===== src/rtl/qspi_pkg.sv =====
// Shared QSPI definitions: phase-select encoding, lane-count encodings, default dummy length.
// Lane counts are carried as a shift amount so phase lengths become a simple right shift.
package qspi_pkg;

    typedef enum logic [1:0] {
        CNT_CMD   = 2'b00,
        CNT_ADDR  = 2'b01,
        CNT_DUMMY = 2'b10,
        CNT_DATA  = 2'b11
    } cnt_lim_e;

    localparam logic [1:0] LANE_SHIFT_1 = 2'd0;
    localparam logic [1:0] LANE_SHIFT_2 = 2'd1;
    localparam logic [1:0] LANE_SHIFT_4 = 2'd2;

    localparam int DEFAULT_DUMMY_CYC = 8;

endpackage


===== src/rtl/qspi_phase_counter.sv =====
// Phase-length counter: decodes N from the phase select and lane mode, flags terminal count.
// count_done is combinational from the registered count (zero added latency); no backpressure.
module qspi_phase_counter
    import qspi_pkg::*;
#(
    parameter int DATA_W    = 32,
    parameter int DUMMY_CYC = DEFAULT_DUMMY_CYC
) (
    input  logic       sclk,
    input  logic       rst_n,
    input  logic       i_start,
    input  logic [1:0] i_lim,
    input  logic       i_addr_4b,
    input  logic [1:0] i_lane_shift,
    output logic       o_count_done
);

    localparam logic [7:0] DATA_LEN  = 8'(DATA_W);
    localparam logic [7:0] DUMMY_LEN = 8'(DUMMY_CYC);

    logic [7:0] r_cnt;
    logic [7:0] w_n;

    // N is decoded live every cycle; a mid-phase select change compares against the new N.
    always_comb begin
        w_n = 8'd8;
        case (cnt_lim_e'(i_lim))
            CNT_CMD:   w_n = 8'd8;
            CNT_ADDR:  w_n = (i_addr_4b ? 8'd32 : 8'd24) >> i_lane_shift;
            CNT_DUMMY: w_n = DUMMY_LEN;
            CNT_DATA:  w_n = DATA_LEN >> i_lane_shift;
            default:   w_n = 8'd8;
        endcase
    end

    assign o_count_done = i_start && (r_cnt == (w_n - 8'd1));

    always_ff @(posedge sclk or negedge rst_n) begin
        if (!rst_n) begin
            r_cnt <= 8'd0;
        end else if (!i_start || o_count_done) begin
            r_cnt <= 8'd0;
        end else begin
            r_cnt <= r_cnt + 8'd1;
        end
    end

endmodule


===== src/rtl/qspi_rx_counter_path.sv =====
// QSPI rx datapath: phase counter, IO-line sampler and burst word counter (QSPI_DUAL_IO_EN enables dual lane).
// Sampler/burst outputs are registered (1 cycle); count_done/burst_comp decode registered state; no backpressure.
module qspi_rx_counter_path
    import qspi_pkg::*;
#(
    parameter int DATA_W    = 32,
    parameter int BURST_W   = 8,
    parameter int DUMMY_CYC = DEFAULT_DUMMY_CYC
) (
    input  logic               sclk,
    input  logic               rst_n,
    input  logic               cs_n_in,
    input  logic               start_count_in,
    input  logic [1:0]         set_count_lim_in,
    input  logic               addr_of_4B_in,
    input  logic               use_1_io_lines_in,
    input  logic               use_2_io_lines_in,
    input  logic               use_4_io_lines_in,
    input  logic               data_sample_reg_en_in,
    input  logic               sel_sample_1_line_in,
    input  logic [3:0]         io_in,
    input  logic               burst_count_en_in,
    input  logic [BURST_W-1:0] burst_len_in,
    output logic               count_done_out,
    output logic               burst_comp_out,
    output logic [DATA_W-1:0]  rx_data_out
);

    logic [1:0]         w_mode_shift;
    logic [1:0]         w_smp_shift;
    logic [DATA_W-1:0]  r_rx;
    logic [BURST_W-1:0] r_bcnt;
    logic [BURST_W-1:0] w_len_min;
    logic               w_unused_mode;

    // Single-lane is the fallthrough mode, so its own select carries no information.
`ifdef QSPI_DUAL_IO_EN
    assign w_mode_shift  = use_4_io_lines_in ? LANE_SHIFT_4 :
                           use_2_io_lines_in ? LANE_SHIFT_2 : LANE_SHIFT_1;
    assign w_unused_mode = use_1_io_lines_in;
`else
    assign w_mode_shift  = use_4_io_lines_in ? LANE_SHIFT_4 : LANE_SHIFT_1;
    assign w_unused_mode = use_1_io_lines_in ^ use_2_io_lines_in;
`endif

    assign w_smp_shift = sel_sample_1_line_in ? LANE_SHIFT_1 : w_mode_shift;

    qspi_phase_counter #(
        .DATA_W    (DATA_W),
        .DUMMY_CYC (DUMMY_CYC)
    ) u_phase_cnt (
        .sclk         (sclk),
        .rst_n        (rst_n),
        .i_start      (start_count_in),
        .i_lim        (set_count_lim_in),
        .i_addr_4b    (addr_of_4B_in),
        .i_lane_shift (w_mode_shift),
        .o_count_done (count_done_out)
    );

    always_ff @(posedge sclk or negedge rst_n) begin
        if (!rst_n) begin
            r_rx <= '0;
        end else if (data_sample_reg_en_in) begin
            case (w_smp_shift)
                LANE_SHIFT_4: r_rx <= {r_rx[DATA_W-5:0], io_in};
`ifdef QSPI_DUAL_IO_EN
                LANE_SHIFT_2: r_rx <= {r_rx[DATA_W-3:0], io_in[1:0]};
`endif
                default:      r_rx <= {r_rx[DATA_W-2:0], io_in[1]};
            endcase
        end
    end

    assign rx_data_out = r_rx;

    always_ff @(posedge sclk or negedge rst_n) begin
        if (!rst_n) begin
            r_bcnt <= '0;
        end else if (cs_n_in) begin
            r_bcnt <= '0;
        end else if (burst_count_en_in && (r_bcnt != {BURST_W{1'b1}})) begin
            r_bcnt <= r_bcnt + BURST_W'(1);
        end
    end

    // A zero burst length behaves as a single-word burst.
    assign w_len_min      = (burst_len_in == '0) ? BURST_W'(1) : burst_len_in;
    assign burst_comp_out = (r_bcnt >= w_len_min);

endmodule


===== config.mk =====
export PLATFORM = sky130hd
export DESIGN_NAME = qspi_rx_counter_path
export DESIGN_NICKNAME = d
export VERILOG_FILES = /design/src/rtl/qspi_pkg.sv /design/src/rtl/qspi_phase_counter.sv /design/src/rtl/qspi_rx_counter_path.sv
export SDC_FILE = /design/constraint.sdc
export NUM_CORES = 1
export LEC_CHECK = 0
export BUFFER_PORTS_ARGS = -buffer_cell sky130_fd_sc_hd__buf_2
export CELL_PAD_IN_SITES_DETAIL_PLACEMENT = 1
export CELL_PAD_IN_SITES_GLOBAL_PLACEMENT = 1
export CORE_AREA = 5 5 117 119
export DETAILED_ROUTE_END_ITERATION = 7
export DIE_AREA = 0 0 122 124
export PLACE_DENSITY_LB_ADDON = 0.08
export SETUP_SLACK_MARGIN = 0.4
export SLEW_MARGIN = 30
export SYNTH_ARGS = -nofsm -noshare
export SYNTH_HDL_FRONTEND = slang
export SYNTH_HIERARCHICAL = 1
export SYNTH_SLANG_ARGS = --single-unit

===== constraint.sdc =====
create_clock -name sclk -period 6.9 [get_ports sclk]
set_clock_uncertainty 0.1 [all_clocks]
set_input_delay 1.38 -clock sclk [delete_from_list [all_inputs] [get_ports sclk]]
set_output_delay 1.38 -clock sclk [all_outputs]
set_load 0.1 [all_outputs]

==> results of run 1 <==
-- worst max-delay path, cell delays in order --
cell and delay (ns):
buf_2 0.13, nor2_1 0.07, nand3_1 0.08, ha_1 0.26, o21bai_1 0.13, mux2_2 0.29, o21ai_1 0.46, and4_1 0.26
buf_2 0.42
-- layout make-up --
cell class | instances | area, sq um
Multi-Input combinational cell | 206 | 1460
Clock inverter | 2 | 38.8
Inverter | 13 | 48.8
Tap cell | 172 | 215
Clock buffer | 6 | 139
Timing Repair Buffer | 58 | 298
Fill cell | 1447 | 9060
Sequential cell | 48 | 1200
-- worst min-delay path by stage --
| stage | startpoint | end | slack (ns) | cells after the start |
|---|---|---|---|---|
| 3_5_place_dp | u_phase_cnt/r_cnt[0]$_DFF_PN0_ | u_phase_cnt/r_cnt[0]$_DFF_PN0_ | 0.45 | 1 |
| 3_3_place_gp | u_phase_cnt/r_cnt[7]$_DFF_PN0_ | u_phase_cnt/r_cnt[7]$_DFF_PN0_ | 0.44 | 2 |
| 6_report | u_phase_cnt/r_cnt[7]$_DFF_PN0_ | u_phase_cnt/r_cnt[7]$_DFF_PN0_ | 0.46 | 2 |
| 4_1_cts | u_phase_cnt/r_cnt[0]$_DFF_PN0_ | u_phase_cnt/r_cnt[0]$_DFF_PN0_ | 0.46 | 1 |
| 5_1_grt | u_phase_cnt/r_cnt[7]$_DFF_PN0_ | u_phase_cnt/r_cnt[7]$_DFF_PN0_ | 0.50 | 2 |
| 2_1_floorplan | u_phase_cnt/r_cnt[0]$_DFF_PN0_ | u_phase_cnt/r_cnt[0]$_DFF_PN0_ | 0.37 | 1 |
-- sequential cells by signal, indices dropped and copies added, names as in the netlist --
register / count
r_bcnt: 8
u_phase_cnt/r_cnt: 8
rx_data_out: 32
-- through the flow --
| step | area, sq um | total power [W] | setup WS, ns |
|---|---|---|---|
| after floorplan | 2790 | 0.000742 | 1.06 |
| after global placement | 3220 | 0.000835 | 1.91 |
| after detailed placement | 3230 | 0.000838 | 1.92 |
| after CTS | 3400 | 0.00114 | 1.90 |
| after global routing | 3400 | 0.00118 | 1.69 |
| final | 3400 | 0.00112 | 1.94 |
-- per-layer routing --
metal,global-route usage (%),wire [microns]
met1,14.0,3630
met2,18.0,3600
met3,3.22,387
met4,1.89,57
met5,0,0
-- logic make-up (layout without fill, tap and decap cells) --
family	count (synthesis)	count (layout)	synth area share, %
simple gates	84	84	15.7
compound gates	63	63	14.7
flops	48	48	43.0
mux	38	38	13.9
buf+inv	28	79	4.80
fa+ha+maj	11	11	4.93
xor+xnor	9	9	2.83
other cells	1	1	0.134
-- placed cells by master (no fill, tap or decap), types with 5 or more instances in the layout --
master / netlist / layout
a21oi_1: 37 / 37
a311oi_1: 5 / 5
buf_2: 1 / 55
clkbuf_16: 0 / 5
dfrtp_1: 48 / 48
ha_1: 11 / 11
inv_1: 13 / 13
mux2i_1: 34 / 34
nand3_1: 6 / 6
nor2_1: 40 / 40
nor3_1: 6 / 6
xnor2_1: 6 / 6
-- power groups by stage --
stage | logic, W | registers [W] | clock network [W]
finish | 0.000452 | 0.000372 | 0.000300
global route | 0.000477 | 0.000381 | 0.000324
floorplan | 0.0000900 | 0.000652 | 0
global placement | 0.000454 | 0.000381 | 0
CTS | 0.000457 | 0.000375 | 0.000311
detailed placement | 0.000457 | 0.000381 | 0
==> results summary, run 1 <==
The run finished with clean final reports. The buffer depth of the longest clock path is 2. The final count of negative-setup-slack endpoints came out at 0. The total negative setup slack came out at 0 ns. The number of max-cap violations came out at 0.

The overall routing resource usage came out at 10.8%. For this run, the register share of the synthesized area comes to 43.0%. The detailed router's first-iteration violation count came out at 155. The arrival time of data at the critical path endpoint came out at 3.48 ns.

The area of the placeable core is 12500 sq um. STA classifies the critical path endpoint as an output port. The flip-flop and latch count after synthesis came out at 48. In the post-synthesis netlist, the biggest area contributors are dfrtp_1 43%, mux2i_1 12%, a21oi_1 6.6%. After synthesis the cells add up to 2790 sq um.

In this run the static leakage power is 1.41 nW. The average instance in the mapped netlist occupies 9.89 sq um. The final clock period utilization by the worst path is 71.9%. The number of hold-repair buffers added at the cts stage came out at 0. The slew at the pin with the worst max-slew slack is 0.668 ns.

The number of antenna violations at the first check in global routing is 0. Of the cells placed in the final design, the portion with a size suffix greater than 1 is 22.5%. The source of the critical timing path is set_count_lim_in[1]. The post-route minimum period came out at 4.96 ns. After synthesis, the most frequently instantiated cells are 48 x dfrtp_1, 40 x nor2_1, 37 x a21oi_1. In this run, the combinational gates consume 40.2% of the power. Setup repair after global routing left no endpoint under its margin.

The final net count came out at 368. The number of sinks handled by clock tree synthesis is 48. The number of nets produced by synthesis is 318. For this block, the routed nets add up to 7680 microns of wire. Once the clock tree was built, the resizer swapped 0 gates to a different size. The total congestion overflow after global routing is 0.

On the final layout, the worst hold slack is 0.464 ns. The fraction of power consumed by the clock network is 26.7%. The portion of synthesized cell area occupied by the leading cell type came out at 43.0%.

The wire length of the first global-routing pass came out at 12800 microns. The height of the die is 124 microns. The later-pin clock latency in the skew report is 0.30 ns.

The number of input and output port buffers inserted came out at 56. The average via count per standard cell is 4.52. The final-report max-slew violation count came out at 0. CTS placed an instance of clkbuf_16 at the clock tree root. The H-tree depth reported by CTS came out at 2. VDD sags by at most 0.0782 mV. The worst setup path category is primary input to output port. The non-filler instance count after layout came out at 505. The synthesized netlist contains 53 unique library cells.

The final antenna diode count is 0. Yosys instantiated no cell more often than dfrtp_1. The internal cell power is 0.000585 W. The number of buffers inserted to repair setup after CTS is 0. For this run, asynchronously set or reset flops after synthesis account for 100%. The last weighted congestion value of the routability-driven placer came out at 0.703. STA classifies the critical path startpoint as a primary input. At the worst endpoint, the required time is 5.42 ns. The routed layout has 2284 vias. The die is 122 microns wide. The tightest min-delay check is of the flop to flop type. The number of cells on the worst reg-to-reg path is 4. The worst register-to-register path begins at u_phase_cnt/r_cnt[3]$_DFF_PN0_. Pin placement for this block handled 59 I/O pins. Cells fill 27.3% of the core in the end. Of all cell types, the one taking the most synthesized area is dfrtp_1. The number of clock buffers added by TritonCTS is 5. TritonCTS built the clock tree. The number of rows created at floorplan came out at 41. The die covers 15100 sq um. The initial cell density of the core is 22.4%. In this run the critical register-to-register path is captured at u_phase_cnt/r_cnt[4]$_DFF_PN0_. The number of instances in the placed design is 497. The part of the total power dissipated in sequential elements is 33.1%. The wire length per cell is 15.2 microns. The net switching fraction of the power came out at 48.0%. The post-synthesis instance total came out at 282.

Clock-pin slew was measured on the worst setup and hold paths at 0.07 ns. The total iterations of the first detailed-routing run is 4. In this run, synthesis inferred 0 flip-flops with an integrated enable.

The register-to-register setup slack is 5.24 ns. Entering global routing, the biggest net connects 65 pins. The headroom to the max-slew limit came out at 55.5%. The growth of design area from synthesis to finish is 22.0%. The number of global-route vias before repair came out at 2401.

The number of antenna-violating nets in the routed design is 0. For this run, the leading register cell type out of synthesis is dfrtp_1. Of all nets on the critical path, the largest fanout is 7. The power per standard cell area is 330 nW/um^2. The net load switching power is 0.000539 W. The Yosys step of the flow raised 6 warnings. The worst setup path endpoint is count_done_out. The remaining routing DRC violations came out at 0.

Once detailed placement completed, the half-perimeter wirelength came to 5400 microns. The hold violation count in the final report came out at 0. The maximum clock frequency came out at 201 MHz.
(Power assumes the default switching activity.)
==> run 2, diff against run 1 <==
Settings changed: ABC_AREA from default to 1, CORE_AREA 5 5 117 119 to 5 5 119 121, DIE_AREA 0 0 122 124 to 0 0 124 126.
Clock period 6.9 ns to 4.23 ns, I/O delays scaled along.
==> run 2 against run 1 <==
  * Combinational power is 33% higher
  * Critical path depth increased by 5
  * Highest routed layer unchanged
  * First-iteration DRC count fell by 36%
  * Routed wire length rose by 8.3%
  * Clock-buffer cell count stayed put
  * Synthesized cell count up 35%
  * Setup slack worse by 1.3 ns
  * Flip-flop and latch count did not move
  * Register-to-register slack got worse by 2.5 ns
  * Non-clock buffer count unchanged
  * Via count rose by 17%
==> results summary, run 2 <==
The flow ran to the end, and the final reports show no timing, DRC or antenna violations. The initial utilization of the core area, before any placement, comes to 22.5%. The core utilization of the finished layout came out at 27.2%.

Among all cell types in the netlist, the one instantiated most often is nand2_1. Clock-pin slew was measured on the worst setup and hold paths at 0.06 ns. The simple-gate share of the synthesized area is 33.3%.

In this run switching power makes up 45.4% of total power. Global routing used 11.2% of the available tracks across all layers. Of the available clock period, the critical path in the final layout requires 84.7%. The H-tree depth reported by CTS is 2. The number of sinks handled by clock tree synthesis came out at 48. The internal cell power is 0.000895 W.

The detailed placer's ending HPWL came out at 6040 microns. Of the total power, combinational logic draws 36.7%. The post-synthesis instance total came out at 381. The share of async-settable or async-resettable flops after synthesis is 100%.

The detailed router's first-iteration violation count is 99. The portion of the post-synthesis area used by sequential elements came out at 41.0%. CTS placed an instance of clkbuf_16 at the clock tree root. The smallest hold slack is 0.437 ns. The standby leakage power is 1.67 nW. The share of final-layout standard cells stronger than drive strength 1 came out at 23.1%. Setup repair after global routing left no endpoint under its margin. Of all cell types, the one taking the most synthesized area is dfrtp_1. By count the netlist is led by 115 x nand2_1, 48 x dfrtp_1, 48 x nor2_1. The area growth from synthesis to layout is 20.6%. The total via count after detailed routing is 2663. At the later pin of the worst-skew pair, clock insertion delay measures 0.29 ns. The total congestion overflow after global routing came out at 0. The die is 124 microns wide.

The maximum clock frequency came out at 279 MHz. The dominant register cell in the synthesized netlist is dfrtp_1. The hold violation count in the final report came out at 0. Leaving out fill and tap cells, the most frequent cell in the layout is nand2_1. The number of nets produced by synthesis is 417. The aggregate routed wire length came out at 8320 microns. The area of the placeable core came out at 13000 sq um. The first detailed-routing pass took 4 iterations. The number of buffers inserted to repair setup after CTS is 0. The nature of the critical path startpoint is a primary input. Sorting the synthesized cells by area gives the leading types as dfrtp_1 41%, nand2_1 15%, a31oi_1 6.8%. The number of input and output port buffers inserted is 56. The post-synthesis instance area is 2930 sq um.

The post-synthesis mux area share came out at 0%. In this run the core area contains 42 standard-cell rows. The top cell types in the final layout, fill and taps aside, are 115 x nand2_1, 54 x buf_2, 48 x dfrtp_1, 47 x nor2_1, 32 x a31oi_1. The critical path is of the primary input to output port type. The number of antenna violations at the first check in global routing came out at 0.

The fraction of power consumed by the clock network is 28.2%. For this design the ratio of total power to cell area is 464 nW/um^2. The height of the die is 126 microns. In this run, synthesis inferred 0 flip-flops with an integrated enable.

By area, the combinational part of the netlist is dominated by simple AND/OR/NAND/NOR gates. Along the worst hold path, the cell count comes to 1. The final-report max-slew violation count came to 0.

STA puts the critical path data required time at 3.28 ns. The number of global-route vias before repair came out at 2795. The worst pin sits at a relative slew slack of 46.8%.

The largest fanout on the critical path is 4. For the final routed database, the setup TNS stands at 0 ns. The number of unique standard cell types used by synthesis came out at 33. The net load switching power is 0.000742 W. The cell count of the worst reg-to-reg path came out at 8. The flip-flop and latch count after synthesis came out at 48. The launch instance of the worst min-delay path is u_phase_cnt/r_cnt[0]$_DFF_PN0_. Subtracting the final worst setup slack from the clock period gives 3.58 ns. The arrival time of data at the critical path endpoint came out at 2.64 ns.

TritonCTS built the clock tree. Setup violations remaining at the end of the flow were counted as 0. The slew at the pin with the worst max-slew slack came out at 0.798 ns.

The maximum number of pins on one net before global-route repair came out at 65. VDD sags by at most 0.226 mV. The setup check on the worst reg-to-reg path leaves a slack of 2.72 ns. The worst register-to-register path begins at r_bcnt[1]$_DFFE_PN0P_. The wire length per cell is 13.7 microns. The class of the most critical hold timing path is flop to flop. The final design instance area without fill is 3530 sq um. The number of max-cap violations is 0.

The overall power came out at 0.00164 W. The I/O pin count came out at 59. The synthesized area per cell is 7.68 sq um. Of the total synthesized cell area, the portion taken by XOR and XNOR cells is 1.80%. The buffer depth of the longest clock path is 2. The number of clock buffers added by TritonCTS is 5. The worst hold path terminates at u_phase_cnt/r_cnt[0]$_DFF_PN0_. The number of flip-flops in the largest register came out at 32.

The count of synthesis-stage warnings from yosys is 6. The wire length of the first global-routing pass is 14100 microns. The final antenna diode count came out at 0. The number of hold-repair buffers added at the cts stage came out at 0. The part of the total power dissipated in sequential elements came out at 35.1%. Summed over its instances, the top area cell type makes up 41.0% of the synthesized netlist area. After Yosys synthesis, full adders, half adders and majority gates account for 4.70% of the synthesized area. The last weighted congestion value of the routability-driven placer is 0.694. In the routed design, unresolved DRC markers number 0.

The average via count per standard cell is 4.38. The post-synthesis compound-gate area fraction is 10.6%. In the final design database the tool counted 467 nets. Once placement finished, the instance area stood at 3360 sq um.

The detail route stage leaves a number of antenna-violating nets equal to 0. The worst setup path is captured at an output port. In this run the critical register-to-register path is captured at r_bcnt[6]$_DFFE_PN0P_. The die footprint came out at 15600 sq um.
==> run 2: final cells by class <==
type | count | area, sq um
Clock buffer | 6 | 129
Timing Repair Buffer | 58 | 300
Sequential cell | 48 | 1200
Fill cell | 1607 | 9450
Inverter | 36 | 164
Clock inverter | 2 | 35.0
Tap cell | 176 | 220
Multi-Input combinational cell | 282 | 1480
==> run 2: worst max-delay path by stage <==
stage	start	depth (start not counted)	to	slack, ns
2_1_floorplan	set_count_lim_in[0]	12	count_done_out	0.50
3_3_place_gp	set_count_lim_in[0]	14	count_done_out	0.53
3_5_place_dp	set_count_lim_in[0]	14	count_done_out	0.50
4_1_cts	set_count_lim_in[0]	14	count_done_out	0.49
5_1_grt	set_count_lim_in[0]	14	count_done_out	0.43
6_report	set_count_lim_in[0]	14	count_done_out	0.65
==> run 2: stage by stage <==
stage	std cells	worst slack, ns
floorplan	381	0.503
global placement	600	0.529
detailed placement	600	0.498
CTS	608	0.487
global route	608	0.433
finish	608	0.649
==> run 2: metal layers <==
metal	track usage, %	vias up	part of all wire [%]	wire, microns
li1	-	1332	-	-
met1	15.2	1290	49	4040
met2	18.2	34	47	3900
met3	2.20	7	3.5	291
met4	2.71	0	1.1	93
met5	0	-	0	0
==> run 2: critical path, stage by stage <==
cell	delay, ns
buf_2	0.12
nand2_2	0.10
nand2_2	0.09
nor2_2	0.16
inv_1	0.07
ha_1	0.24
xor2_1	0.17
nand3b_1	0.17
nand2_1	0.07
nand2_1	0.04
nor2_1	0.10
nand2_2	0.09
nor2_2	0.08
buf_4	0.28
==> run 2: power by group through the flow <==
stage               registers (W)  logic, W  clock network (W)
finish                   0.000574  0.000601           0.000462
global route             0.000587  0.000638           0.000498
CTS                      0.000579  0.000610           0.000482
detailed placement       0.000587  0.000609                  0
global placement         0.000586  0.000605                  0
floorplan                0.000930  0.000137                  0
==> run 2: logic make-up (layout without fill, tap and decap cells) <==
| logic type | Yosys count | after routing |
|---|---|---|
| XOR/XNOR | 6 | 6 |
| buffers and inverters | 51 | 102 |
| AND/OR/NAND/NOR | 215 | 215 |
| flip-flops | 48 | 48 |
| other | 1 | 1 |
| AO/OA/AOI/OAI | 49 | 49 |
| adder cells (fa/ha/maj) | 11 | 11 |
==> run 2: what timing repair did <==
| item | 4_1_cts | 5_1_grt |
|---|---|---|
| hold endpoints to repair | 0 | 0 |
| resized for setup | 0 | 2 |
| setup endpoints to repair | 0 | 1 |
